$ cat src/rtl/core_sequencer_pkg.sv
// Shared types for the multi-cycle RV32I control sequencer: instruction classes,
// sequencer states, writeback/PC mux selects and fault cause codes.
package core_sequencer_pkg;

  typedef enum logic [3:0] {
    ClsAlu, ClsAlui, ClsLoad, ClsStore, ClsBranch, ClsJal, ClsJalr, ClsLui, ClsAuipc,
    ClsSystem, ClsIllegal
  } inst_class_t;

  typedef enum logic [2:0] {
    StIdle, StFetch, StDecode, StExec, StMem, StWb, StHalt, StFault
  } seq_state_t;

  typedef enum logic [1:0] {WbAlu, WbMem, WbPc4, WbImm} wb_sel_t;

  typedef enum logic [1:0] {PcPlus4, PcBranch, PcJal, PcJalr} pc_sel_t;

  localparam logic [1:0] CauseNone    = 2'd0;
  localparam logic [1:0] CauseIllegal = 2'd1;
  localparam logic [1:0] CauseImem    = 2'd2;
  localparam logic [1:0] CauseDmem    = 2'd3;

  function automatic logic writes_rd(inst_class_t cls);
    return cls inside {ClsAlu, ClsAlui, ClsLoad, ClsLui, ClsAuipc, ClsJal, ClsJalr};
  endfunction

endpackage

$ cat src/rtl/core_sequencer_mem_watchdog.sv
// Wait-cycle counter shared by the fetch and data memory handshakes; expired flags the
// last permitted wait cycle so the caller can still honour an ack arriving in it.
module mem_watchdog #(
  parameter int unsigned Timeout = 16
) (
  input  logic clk,
  input  logic rst,
  input  logic clear,
  input  logic tick,
  output logic expired
);

  localparam int unsigned CntW = (Timeout > 1) ? $clog2(Timeout) : 1;

  logic [CntW-1:0] cnt_q;

  always_ff @(posedge clk or posedge rst) begin
    if (rst) begin
      cnt_q <= '0;
    end else if (clear) begin
      cnt_q <= '0;
    end else if (tick) begin
      cnt_q <= cnt_q + CntW'(1);
    end
  end

  assign expired = (cnt_q == CntW'(Timeout - 1));

endmodule

$ cat src/rtl/core_sequencer.sv
// Multi-cycle control FSM for the RV32I core: FETCH -> DECODE -> EXEC -> [MEM] -> WB,
// with retire counting and terminal HALT/FAULT traps.
module core_sequencer
  import core_sequencer_pkg::*;
#(
  parameter int unsigned MEM_TIMEOUT = 16
) (
  input  logic        clk,
  input  logic        rst,
  input  logic        run,
  input  logic [3:0]  inst_class,
  input  logic        branch_taken,
  output logic        imem_req,
  input  logic        imem_ack,
  output logic        ir_we,
  output logic        dmem_req,
  output logic        dmem_we,
  input  logic        dmem_ack,
  output logic        rd_we,
  output logic [1:0]  wb_sel,
  output logic        pc_we,
  output logic [1:0]  pc_sel,
  output logic        retire,
  output logic [31:0] instret,
  output logic        halted,
  output logic        fault,
  output logic [1:0]  fault_cause
);

  seq_state_t  state_q, state_d;
  inst_class_t cls_in, cls_q;
  logic        br_q;
  logic [31:0] instret_q;
  logic [1:0]  cause_q, cause_d;
  logic        wd_clear, wd_tick, wd_expired, mem_ack;

  assign cls_in = inst_class_t'(inst_class);

  // One counter serves both ports; it sits at zero outside the two wait states.
  assign mem_ack  = (state_q == StFetch) ? imem_ack : dmem_ack;
  assign wd_clear = !(state_q inside {StFetch, StMem});
  assign wd_tick  = !wd_clear && !mem_ack;

  mem_watchdog #(
    .Timeout (MEM_TIMEOUT)
  ) u_watchdog (
    .clk     (clk),
    .rst     (rst),
    .clear   (wd_clear),
    .tick    (wd_tick),
    .expired (wd_expired)
  );

  always_comb begin
    state_d  = state_q;
    cause_d  = cause_q;
    imem_req = 1'b0;
    ir_we    = 1'b0;
    dmem_req = 1'b0;
    dmem_we  = 1'b0;
    rd_we    = 1'b0;
    wb_sel   = WbAlu;
    pc_we    = 1'b0;
    pc_sel   = PcPlus4;
    retire   = 1'b0;
    unique case (state_q)
      StIdle: if (run) state_d = StFetch;
      StFetch: begin
        imem_req = 1'b1;
        ir_we    = imem_ack;
        if (imem_ack) begin
          state_d = StDecode;
        end else if (wd_expired) begin
          state_d = StFault;
          cause_d = CauseImem;
        end
      end
      StDecode: begin
        if (cls_in == ClsSystem) begin
          state_d = StHalt;
        end else if (writes_rd(cls_in) || cls_in inside {ClsStore, ClsBranch}) begin
          state_d = StExec;
        end else begin
          // ILLEGAL and the unused encodings both trap
          state_d = StFault;
          cause_d = CauseIllegal;
        end
      end
      StExec: state_d = (cls_q inside {ClsLoad, ClsStore}) ? StMem : StWb;
      StMem: begin
        dmem_req = 1'b1;
        dmem_we  = (cls_q == ClsStore);
        if (dmem_ack) begin
          state_d = StWb;
        end else if (wd_expired) begin
          state_d = StFault;
          cause_d = CauseDmem;
        end
      end
      StWb: begin
        pc_we  = 1'b1;
        retire = 1'b1;
        rd_we  = writes_rd(cls_q);
        if (cls_q == ClsLoad)                   wb_sel = WbMem;
        else if (cls_q inside {ClsJal, ClsJalr}) wb_sel = WbPc4;
        else if (cls_q == ClsLui)               wb_sel = WbImm;
        if (cls_q == ClsBranch && br_q) pc_sel = PcBranch;
        else if (cls_q == ClsJal)       pc_sel = PcJal;
        else if (cls_q == ClsJalr)      pc_sel = PcJalr;
        state_d = run ? StFetch : StIdle;
      end
      StHalt, StFault: ;
    endcase
  end

  always_ff @(posedge clk or posedge rst) begin
    if (rst) begin
      state_q   <= StIdle;
      cls_q     <= ClsAlu;
      br_q      <= 1'b0;
      instret_q <= '0;
      cause_q   <= CauseNone;
    end else begin
      state_q <= state_d;
      cause_q <= cause_d;
      if (state_q == StDecode) cls_q <= cls_in;
      if (state_q == StExec)   br_q <= branch_taken;
      if (retire)              instret_q <= instret_q + 32'd1;
    end
  end

  assign instret     = instret_q;
  assign halted      = (state_q == StHalt);
  assign fault       = (state_q == StFault);
  assign fault_cause = cause_q;

endmodule

$ cat config.mk
export PLATFORM = sky130hd
export DESIGN_NAME = core_sequencer
export DESIGN_NICKNAME = d
export VERILOG_FILES = /design/src/rtl/core_sequencer_pkg.sv /design/src/rtl/core_sequencer_mem_watchdog.sv /design/src/rtl/core_sequencer.sv
export SDC_FILE = /design/constraint.sdc
export NUM_CORES = 1
export LEC_CHECK = 0
export ABC_AREA = 1
export ABC_CLOCK_PERIOD_IN_PS = 1670
export CORE_UTILIZATION = 30
export CTS_CLUSTER_DIAMETER = 150
export CTS_CLUSTER_SIZE = 14
export DETAILED_ROUTE_END_ITERATION = 8
export PLACE_DENSITY = 0.58
export SETUP_SLACK_MARGIN = 0.1
export SLEW_MARGIN = 10
export SYNTH_ARGS = -nofsm -noshare
export SYNTH_HDL_FRONTEND = slang
export SYNTH_SLANG_ARGS = --single-unit
$ cat constraint.sdc
create_clock -name clk -period 1.67 [get_ports clk]
set_input_delay 0.167 -clock clk [delete_from_list [all_inputs] [get_ports clk]]
set_output_delay 0.167 -clock clk [all_outputs]
set_load 0.1 [all_outputs]
# ---- Yosys cells after proc, flatten, opt, wreduce, memory -nomap -nowiden
# Index checks and enable logic that the tools add are counted.
# Widths: inputs -> output; s select.
dict set report totals {
  register_bits 46
  input_bits 10
  out_inout_bits 47
  wordCells 91
}
dict set report op_classes {
  add_sub_neg 2
  n_eq_ne 33
  mux 33
  reduce_logical 17
}
# cell count
set op_table {}
lappend op_table {{$add 32x1->32 const B} 1}
lappend op_table {{$eq 4x3->1 const B} 8}
lappend op_table {{$mux 2} 14}
lappend op_table {{$mux 3} 6}
lappend op_table {{$pmux 3 s6} 1}
lappend op_table {{$eq 4x2->1 const B} 4}
lappend op_table {{$eq 4x4->1 const B} 4}
lappend op_table {{$reduce_bool 7->1} 2}
lappend op_table {{$eq 3x3->1 const B} 4}
lappend op_table {{$ne 2x2->1 const B} 5}
lappend op_table {{$mux 1} 9}
lappend op_table {{$eq 4x1->1 const B} 2}
lappend op_table {{$logic_not 4->1} 2}
lappend op_table {{$mux 4} 2}
lappend op_table {{$reduce_bool 2->1} 4}
lappend op_table {{$reduce_and 7->1} 1}
lappend op_table {{$eq 3x2->1 const B} 2}
lappend op_table {{$ne 2x1->1 const B} 3}
lappend op_table {{$pmux 2 s3} 1}
lappend op_table {{$reduce_bool 6->1} 1}
lappend op_table {{$add 4x1->4 const B} 1}
lappend op_table {{$eq 3x1->1 const B} 1}
lappend op_table {{$logic_not 3->1} 1}
lappend op_table {{$reduce_bool 3->1} 1}
lappend op_table {{other kinds (4)} 5}

# ---- Depth between registers and ports, before layout
dict set report logic_depth {
  word_depth 6
  ltp_mapped 10
  ltp_nobuf 9
}

# ---- Modules after synthesis
# Synthesis repeated with hierarchy kept, for this count alone.
dict set report hier_totals {
  cells_unflattened 372
  area_unflattened_um2 2746.4
}
# mod n_inst cells_each area_each_um2 seq_area_each_um2
set by_module_without_submodules {}
lappend by_module_without_submodules {core_sequencer 1 345 2531.2 1051.0}
lappend by_module_without_submodules {mem_watchdog 1 27 215.2 100.1}

# ---- Worst setup path before layout
# No wires, ideal clock.
dict set report synth_timing {
  path_kind {reg-to-output}
  startpoint {reg state_q[1]}
  endpoint {out pc_sel[1]}
  arrival_ps 3913
  t_required_ps 1503
  setup_slack_ps -2410
  path_stages_with_launch 5
  cell_sequence {dfrtp_1 inv_4 nand3_4 nor3_1 and3_1}
}
dict set report synth_between {
  elab_chain_cells 2
}
# element line_no
set synth_lines {}
lappend synth_lines {{start, declared} core_sequencer.sv:30} ;# seq_state_t state_q, state_d;
lappend synth_lines {{start signal, assigned} core_sequencer.sv:118} ;# state_q <= StIdle;
lappend synth_lines {{start signal, assigned} core_sequencer.sv:124} ;# state_q <= state_d;
lappend synth_lines {{$eq 3x3->1} core_sequencer.sv:66} ;# unique case (state_q)
lappend synth_lines {{$mux 2} core_sequencer.sv:66}
lappend synth_lines {{end, declared} core_sequencer.sv:22} ;# output logic [1:0] pc_sel,
# Every way passes these cells.

# ---- Worst setup path in the final report
dict set report layout_timing {
  startpoint {reg cls_q[1]}
  endpoint {out rd_we}
}
dict set report layout_between {
  elab_chain_cells 3
  elab_cells_between_ends 9
  classes_between {eq/ne: 6; mux: 1; reduce/logical: 2}
}
# element line_no
set layout_lines {}
lappend layout_lines {{start, declared} core_sequencer.sv:31} ;# inst_class_t cls_in, cls_q;
lappend layout_lines {{start signal, assigned} core_sequencer.sv:119} ;# cls_q <= ClsAlu;
lappend layout_lines {{start signal, assigned} core_sequencer.sv:126} ;# if (state_q == StDecode) cls_q <= cls_in;
lappend layout_lines {{$eq 4x1->1 (tied with other cells)} core_sequencer_pkg.sv:24} ;# return cls inside {ClsAlu, ClsAlui, ClsLoad, ClsLui, ClsAuipc, ClsJal, ClsJalr};
lappend layout_lines {{$reduce_bool 7->1 *} core_sequencer_pkg.sv:24}
lappend layout_lines {{$mux 1 *} core_sequencer.sv:66}
lappend layout_lines {{end, declared} core_sequencer.sv:19} ;# output logic rd_we,
# Mark *: on every way between the ends. The rest lies on a longest branch, timed or not.

==> impl_results.md <==
* Outcome: finished with violations
* Violated checks: setup timing
* Worst-path fanout max at 8
* Drt pass-1 iters at 8
* DRC Markers at 0
* Nets at 480
* Detailed Place HPWL at 5670 um
* Fmax achieved at 0.584 GHz
* Port Buffer Count at 56
* Cell row count at 34
* Number of cells on the worst reg-to-reg path at 9
* Part of the cycle the worst path needs at 102%
* Area occupied by multi-input gates at between 1500 and 2000 um2
* VDD IR max at 0.333 mV
* LEAKAGE at 1.97 nW
* Mapped Area at 2780 um2
* Top cells by count, synth: 128 x nand2_1, 46 x dfrtp_1, 40 x inv_1, 37 x nor2_1, 27 x nand3_1
* Routed length per instance at between 10 and 15 um
* Synth unique cells at 30
* Non-Filler Instances at 576
* Clock latency on the worst-skew pair at 300 ps
* Fin Setup TNS at -121 ps
* Count leader, synth: nand2_1
* Minimum clock period at ~1700 ps
* Critical path type: register to output pin
* Syn Nets at 384
* Async S/R FF share, synth at 100%
* Placed insts at 540
* CTS H-tree lvls at 2
* First-pass GRT wire length at 12,800 um
* Placement Cell Area at about 4200 um2
* Top post-synthesis cells by area: dfrtp_1 41%, nand2_1 17%, inv_1 5.4%
* Fill count at around 770
* Final Total Pwr at 2.00 mW
* Least-Margin Pin Slew at between 400 and 500 ps
* Clk_skew at 5.75 ps
* Reg-to-reg slack, setup at 110 ps
* Largest net degree at the start of global routing at 19
* First DRT Iteration DRCs at around 120
* CTS Sinks at 46
* Setup crit start kind: register
* Vias in the first global route at 2,679
* Routability Congestion at 0.857
* CTS root buf: clkbuf_8
* Post-synth EDFFs at 0
* Global route overflow at 0
* Vias per cell at 4.78
* Max Cap Viol at 0
* Final WL at 7770 um
* Ys flop type: dfrtp_1
* Via count at ~2,800
* Core ar. at 8850 um2
* Seq/Total Area, Yosys at between 40 and 50%
* Slew Limit Fails at 0
* Final Cell Area at between 4000 and 5000 um2
* Worst hold path class: primary input to async pin
* Final Hold Vio Count at 0
* Critical Path End Type: output pin
* Top cell type's share of synthesized area at 41.4%
* Worst setup path start: cls_q[1]
* Seq. cell area at roughly 1200 um2
* Relative slew slack at 71.0%
* CTS tree: yes
* Synth area leader: dfrtp_1
* Synth Warn # at 0
* Max Buffers Root-to-Sink at 2
* Ant. Diodes at 0
* Die H at 98.3 um
* Share of layout cells above drive strength 1 at between 40% and 50%
* Worst setup margin at -41.5 ps
* Area Overhead vs Synth at 69.0%
* Pwr Density at 425 nW/um2
* Die area at around 9700 um2
* RSZ-0062 raised after global routing: yes
* Post-Syn Instances at 371
* Number of synthesized register bits at 46
* Starting Density at 31.4%
* CTS Buf Count at 5
* Worst Setup EP: rd_we
* Total track usage at between 10% and 20%
* Die width at a little under 100 um
* WP data required at 1500 ps
* I/O pin count at 57
* Critical R2R Capture: instret[28]
* R2r startpoint: state_q[1]
* CTS clk-pin slew, worst paths at about 90 ps
* Number of failing setup endpoints in the final timing report at 5
* Mean Syn Cell Area at about 7.5 um2
* Initial antenna violation count at 0
* Worst path arrival time at 1540 ps
* Final ANT Viol Nets at 0
-- flip-flops by register name, summed over array words and instances, names as in the netlist --
| register | count |
|---|---|
| fault_cause | 2 |
| u_watchdog.cnt_q | 4 |
| cls_q | 4 |
| state_q | 3 |
| instret | 32 |
| br_q | 1 |
-- cells in the final DEF, fill, tap and decap left out, types with 10 or more instances in the layout --
cell     instances
buf_12          50
buf_4           25
dfrtp_2         28
inv_1           36
nand2_1        120
nand3_1         23
nor2_1          23
nor2_2          10
nor2_4          18
-- repair_timing --
action                     4_1_cts  5_1_grt
buffers inserted                17       11
hold buffers                     0        0
pin swaps                       10       17
gates resized for setup         21       34
setup endpoints to repair       24       34
-- critical path: stages (launching register included) --
cell and delay, ps:
dfrtp_2 480, o21ai_0 250, nand2_2 110, a211oi_4 200, buf_12 210
-- routing by layer --
| metal | vias to the layer above | GRT usage (%) | routed length [um] |
|---|---|---|---|
| li1 | 1371 | - | - |
| met1 | 1321 | 22.2 | 3500 |
| met2 | 55 | 27.7 | 3960 |
| met3 | 4 | 2.22 | 254 |
| met4 | 0 | 4.59 | 54 |
| met5 | - | 0 | 0 |
-- cell type report --
class,count,share of cell area (%)
Multi-Input combinational cell,277,35.6
Clock buffer,7,1.62
Clock inverter,1,0.638
Inverter,44,3.86
Sequential cell,46,25.9
Tap cell,108,2.87
Timing Repair Buffer,93,29.4
-- stage by stage --
step / util (%) / hold WS [ps] / setup slack [ps]
floorplan: - / 284 / -625
global placement: 47.4 / 497 / 116
detailed placement: 47.4 / 497 / 41.4
CTS: 50.9 / 178 / -54.6
global route: 53.2 / 204 / -92.0
finish: 53.2 / 177 / -41.5
-- how the worst min path moves through the flow --
stage,startpoint,end,cells after the start
floorplan,branch_taken,br_q,2
global placement,br_q,br_q,2
detailed placement,br_q,br_q,2
CTS,rst,instret[30],2
global route,rst,instret[30],2
finish,rst,instret[30],2
-- report_power, final --
part	internal (mW)	total [mW]	switching, mW
logic	0.0296	0.0652	0.0355
clock network	0.448	0.823	0.375
registers	1.11	1.11	0
-- cell families (layout without fill, tap and decap cells) --
kind of cell | Yosys count | count (layout) | synth area share [%]
AO/OA/AOI/OAI | 18 | 18 | 3.42
XOR/XNOR | 17 | 17 | 5.35
adder cells (fa/ha/maj) | 3 | 3 | 1.35
buffers and inverters | 48 | 145 | 7.24
flip-flops | 46 | 46 | 41.4
AND/OR/NAND/NOR | 239 | 239 | 41.3
No activity file was read; power rests on OpenSTA's default activity.
